## config.mk

```make
export PLATFORM = sky130hd
export DESIGN_NAME = ps2_dir_control
export DESIGN_NICKNAME = d
export VERILOG_FILES = /design/src/rtl/ps2_dir_control.sv
export SDC_FILE = /design/constraint.sdc
export NUM_CORES = 1
export LEC_CHECK = 0
export BUFFER_PORTS_ARGS = -buffer_cell sky130_fd_sc_hd__buf_2
export CAP_MARGIN = 10
export CELL_PAD_IN_SITES_DETAIL_PLACEMENT = 1
export CELL_PAD_IN_SITES_GLOBAL_PLACEMENT = 1
export CORE_ASPECT_RATIO = 1.1
export CORE_MARGIN = 2
export CORE_UTILIZATION = 46
export DETAILED_ROUTE_END_ITERATION = 8
export HOLD_SLACK_MARGIN = 0.08
export PLACE_DENSITY = 0.75
export SLEW_MARGIN = 5
export SYNTH_ARGS = -nofsm -noshare
export SYNTH_HDL_FRONTEND = slang
export SYNTH_SLANG_ARGS = --single-unit
```

## constraint.sdc

```tcl
create_clock -name clk -period 4 [get_ports clk]
set_input_delay 0.4 -clock clk [delete_from_list [all_inputs] [get_ports clk]]
set_output_delay 0.4 -clock clk [all_outputs]
set_load 0.03 [all_outputs]
```

## src/rtl/ps2_dir_control.sv

```systemverilog
// PS/2 keyboard receiver that turns arrow/WASD make codes into a snake direction,
// committed only on the game step pulse and never reversing 180 degrees.
module ps2_dir_control #(
    parameter int FILTER_LEN = 8,
    parameter int TIMEOUT    = 75_000
) (
    input  logic       clk,
    input  logic       rst,
    input  logic       ps2_clk,
    input  logic       ps2_data,
    input  logic       step,
    output logic [1:0] dir,
    output logic       key_valid,
    output logic       frame_err
);

    localparam int FCW = $clog2(FILTER_LEN + 1);
    localparam int TW  = $clog2(TIMEOUT + 1);

    typedef enum logic [1:0] {S_IDLE, S_DATA, S_PARITY, S_STOP} state_t;

    logic           clk_s1_q, clk_s2_q, dat_s1_q, dat_s2_q;
    logic           filt_q, fall_q;
    logic [FCW-1:0] fcnt_q;

    state_t         state_q;
    logic [2:0]     bitcnt_q;
    logic [7:0]     shift_q;
    logic           par_q;
    logic [TW-1:0]  tmo_q;
    logic           ext_q, brk_q;
    logic [1:0]     pending_q, dir_q;
    logic           pending_v_q, key_valid_q, frame_err_q;

    logic           make_v_d;
    logic [1:0]     make_dir_d;

    // Synchronize, then accept a ps2_clk level only after FILTER_LEN agreeing samples.
    always_ff @(posedge clk or negedge rst) begin
        if (!rst) begin
            clk_s1_q <= 1'b1;
            clk_s2_q <= 1'b1;
            dat_s1_q <= 1'b1;
            dat_s2_q <= 1'b1;
            filt_q   <= 1'b1;
            fcnt_q   <= '0;
            fall_q   <= 1'b0;
        end else begin
            clk_s1_q <= ps2_clk;
            clk_s2_q <= clk_s1_q;
            dat_s1_q <= ps2_data;
            dat_s2_q <= dat_s1_q;
            fall_q   <= 1'b0;
            if (clk_s2_q == filt_q) begin
                fcnt_q <= '0;
            end else if (fcnt_q == FCW'(FILTER_LEN - 1)) begin
                filt_q <= clk_s2_q;
                fcnt_q <= '0;
                fall_q <= filt_q;
            end else begin
                fcnt_q <= fcnt_q + FCW'(1);
            end
        end
    end

    always_comb begin
        make_v_d   = 1'b1;
        make_dir_d = 2'd0;
        if (ext_q) begin
            case (shift_q)
                8'h75:   make_dir_d = 2'd0;
                8'h72:   make_dir_d = 2'd1;
                8'h6B:   make_dir_d = 2'd2;
                8'h74:   make_dir_d = 2'd3;
                default: make_v_d   = 1'b0;
            endcase
        end else begin
            case (shift_q)
                8'h1D:   make_dir_d = 2'd0;
                8'h1B:   make_dir_d = 2'd1;
                8'h1C:   make_dir_d = 2'd2;
                8'h23:   make_dir_d = 2'd3;
                default: make_v_d   = 1'b0;
            endcase
        end
    end

    always_ff @(posedge clk or negedge rst) begin
        if (!rst) begin
            state_q     <= S_IDLE;
            bitcnt_q    <= '0;
            shift_q     <= '0;
            par_q       <= 1'b0;
            tmo_q       <= '0;
            ext_q       <= 1'b0;
            brk_q       <= 1'b0;
            pending_q   <= 2'd0;
            pending_v_q <= 1'b0;
            dir_q       <= 2'd2;
            key_valid_q <= 1'b0;
            frame_err_q <= 1'b0;
        end else begin
            key_valid_q <= 1'b0;
            frame_err_q <= 1'b0;

            // Opposite directions differ only in bit 0; a fresh make code below overrides the clear.
            if (step) begin
                if (pending_v_q && (pending_q != (dir_q ^ 2'b01)))
                    dir_q <= pending_q;
                pending_v_q <= 1'b0;
            end

            if (state_q == S_IDLE || fall_q)
                tmo_q <= '0;
            else
                tmo_q <= tmo_q + TW'(1);

            case (state_q)
                S_IDLE: begin
                    if (fall_q && !dat_s2_q) begin
                        state_q  <= S_DATA;
                        bitcnt_q <= '0;
                    end
                end
                S_DATA: begin
                    if (fall_q) begin
                        shift_q  <= {dat_s2_q, shift_q[7:1]};
                        bitcnt_q <= bitcnt_q + 3'd1;
                        if (bitcnt_q == 3'd7)
                            state_q <= S_PARITY;
                    end
                end
                S_PARITY: begin
                    if (fall_q) begin
                        par_q   <= dat_s2_q;
                        state_q <= S_STOP;
                    end
                end
                S_STOP: begin
                    if (fall_q) begin
                        state_q <= S_IDLE;
                        if ((^{shift_q, par_q}) && dat_s2_q) begin
                            if (shift_q == 8'hE0) begin
                                ext_q <= 1'b1;
                            end else if (shift_q == 8'hF0) begin
                                brk_q <= 1'b1;
                            end else begin
                                if (!brk_q && make_v_d) begin
                                    pending_q   <= make_dir_d;
                                    pending_v_q <= 1'b1;
                                    key_valid_q <= 1'b1;
                                end
                                ext_q <= 1'b0;
                                brk_q <= 1'b0;
                            end
                        end else begin
                            frame_err_q <= 1'b1;
                        end
                    end
                end
                default: state_q <= S_IDLE;
            endcase

            if (state_q != S_IDLE && !fall_q && tmo_q == TW'(TIMEOUT - 1)) begin
                state_q     <= S_IDLE;
                frame_err_q <= 1'b1;
            end
        end
    end

    assign dir       = dir_q;
    assign key_valid = key_valid_q;
    assign frame_err = frame_err_q;

endmodule

```

==> flow_summary.json <==
{
  "grt_max_degree": 51,
  "coreArea_um2": 5100,
  "dr_wl_met3_um": 96,
  "diodes": 0,
  "regToRegEndpoint": "state_q[1]$_DFFE_PN0P_",
  "place_congestion": 0.775,
  "power_density_nw_per_um2": 419,
  "hpwlAfterDp_um": 3120,
  "post_cts_resize_count": 0,
  "grt_pass1_vias": 1723,
  "synthCells": 225,
  "ys_seq_elements": 50,
  "crit_path_start": "state_q[0]$_DFFE_PN0P_",
  "tns_ns": 0,
  "root_buffer": "clkbuf_8",
  "die_x_um": 73.9,
  "holdBufCountCts": 0,
  "hold_class": "primary input to asynchronous set/reset pin",
  "antenna_found_initial": 0,
  "fmax_mhz": 449,
  "post_cts_buffers": 0,
  "layout-drive-gt1-share_pct": 16.2,
  "p_leak_nw": 1.22,
  "hold_viol": 0,
  "final_cell_area_um2": 2660,
  "synth-main-ff-cell": "dfrtp_1",
  "critPathRequiredTime_ns": 4.19,
  "reg2reg_from": "state_q[0]$_DFFE_PN0P_",
  "synth_seq_area_share_pct": 51.0,
  "grt_first_pass_wirelength_um": 7990,
  "clk_path_buf_depth": 2,
  "die_h_um": 80.9,
  "tightest_slew_ns": 0.620,
  "crit_path_end": "state_q[1]$_DFFE_PN0P_",
  "crit_type": "flip-flop to flip-flop",
  "worstRegToRegCells": 7,
  "dieArea_um2": 5970,
  "cts_tree": "done",
  "clock_latency_ns": 0.30,
  "num_vias": 1641,
  "synth-async-reset-ratio_pct": 100,
  "cp-start-kind": "flip-flop",
  "final_cell_mix": "dfrtp_1 (44), nor2_1 (22), nand2_1 (18)",
  "slew_headroom_pct": 58.7,
  "start_util_pct": 48.4,
  "fin_skew_ns": 0.00505,
  "cts_sinks": 50,
  "maxCapViolations": 0,
  "rsz0062_at_grt": "false",
  "grt_usage_pct": 17.6,
  "wirelength_met1_um": 2030,
  "routed_wirelength_um": 4390,
  "overflow": 0,
  "drv_slew": 0,
  "critPathMaxFanout": 18,
  "ys_warn_count": 0,
  "numCtsBuffers": 5,
  "viasPerCell": 5.36,
  "drc": 0,
  "synth_cell_types": 46,
  "num_rows": 27,
  "crit_arrival_ns": 2.42,
  "ant_nets": 0,
  "period_minus_slack_ns": 2.23,
  "syn_nets": 238,
  "vdd_ir_drop_max_uv": 249,
  "routed.top_layer": "met4",
  "ioPinCount": 9,
  "syn2layout_area_growth_pct": 7.75,
  "total_power_mw": 1.12,
  "setup_viol": 0,
  "h-tree-depth": 2,
  "status": "finished clean",
  "io_buffer_count": 8,
  "final_common_cell": "dfrtp_1",
  "hold-worst-slack_ns": 0.189,
  "synth-edff-count": 0,
  "syn_avg_cell_area_um2": 11.0,
  "min_period_over_period_pct": 55.7,
  "end_kind": "flip-flop",
  "clk_pin_slew_ns": 0.08,
  "met2_length_um": 2170,
  "place_area_um2": 2570,
  "reg2reg_slack_ns": 1.77,
  "layout.nets": 246,
  "drt_iter0_drc": 55,
  "firstDrtPassIters": 4,
  "syn_area_um2": 2470,
  "wl_per_cell_um": 14.3
}
-- area by class of cell --
class,instances,area [um^2]
clock buffers,7,86.3
clock inverters,1,5.00
fillers,554,2440
inverters,6,22.5
multi-input cells,161,1150
flip-flops and latches,50,1260
well taps,72,90.1
repair buffers,9,47.5
-- synthesized netlist by cell type, types with 2 or more instances --
master	count	area (um^2)
mux2_4	2	30.0
dfstp_2	6	158
dfrtp_1	44	1100
nand4_1	5	31.3
clkbuf_1	6	22.5
o21ai_0	6	30.0
nor3b_1	5	37.5
or3_1	3	18.8
o211ai_1	2	15.0
nand3_1	5	25.0
nand2_1	18	67.6
mux2_2	11	124
xnor2_1	9	78.8
nor2_1	22	82.6
nor4_1	2	12.5
a22o_1	3	26.3
nand3b_1	2	15.0
and4_1	3	26.3
a21o_1	2	15.0
nor3_1	5	25.0
nor2b_1	2	12.5
nand2b_1	4	25.0
a22oi_1	2	15.0
and3_1	4	25.0
ha_1	8	100
xor2_1	11	96.3
a21oi_1	7	35.0
inv_1	6	22.5
a31oi_1	3	18.8
-- worst max-delay path, cell delays in order (launching register included) --
cell     delay [ns]
dfrtp_1        0.41
inv_1          0.08
ha_1           0.28
or2_1          0.46
nor3_1         0.22
nand4_1        0.20
a22o_1         0.27
a32o_1         0.20
-- state kept, by name, indices dropped and copies added (netlist names), 2 cells and up --
| register | cells |
|---|---|
| dir | 2 |
| bitcnt_q | 3 |
| state_q | 2 |
| fcnt_q | 4 |
| tmo_q | 17 |
| pending_q | 2 |
| shift_q | 8 |
-- how the worst min path moves through the flow --
stage	start	cells past startpoint	to
3_3_place_gp	dat_s1_q$_DFF_PN1_	0	dat_s2_q$_DFF_PN1_
6_report	rst	2	shift_q[0]$_DFFE_PN0P_
4_1_cts	ps2_data	1	dat_s1_q$_DFF_PN1_
2_1_floorplan	rst	0	bitcnt_q[0]$_DFFE_PN0P_
5_1_grt	ps2_data	1	dat_s1_q$_DFF_PN1_
3_5_place_dp	dat_s1_q$_DFF_PN1_	0	dat_s2_q$_DFF_PN1_
-- cells by family (layout without fill, tap and decap cells) --
family | count (synthesis) | in the layout | synth area share (%)
AOI/OAI and AO/OA | 30 | 30 | 8.51
xor gates and xnor gates | 22 | 22 | 8.66
adders and majority gates | 8 | 8 | 4.05
buffers and inverters | 14 | 23 | 2.43
DFF | 50 | 50 | 51.0
muxes | 14 | 14 | 6.64
and+or+nand+nor | 87 | 87 | 18.7
-- per-stage QoR --
step	util [%]	worst slack [ns]	std cells
2_1_floorplan	-	1.99	225
3_3_place_gp	50.4	1.85	298
3_5_place_dp	50.4	1.73	298
4_1_cts	52.2	1.72	306
5_1_grt	52.2	1.54	306
6_report	52.2	1.77	306
-- report_power, final --
part	total, mW	switching, mW	internal [mW]
combinational	0.223	0.134	0.0891
clock	0.299	0.159	0.140
sequential	0.594	0.0395	0.554
total	1.12	0.333	0.783
-- per-layer routing --
layer	up-vias	GRT usage [%]
met3	8	3.72
li1	803	-
met4	0	7.27
met5	-	0
met2	17	30.2
met1	813	21.2
Power figures use the tool's default switching activity.
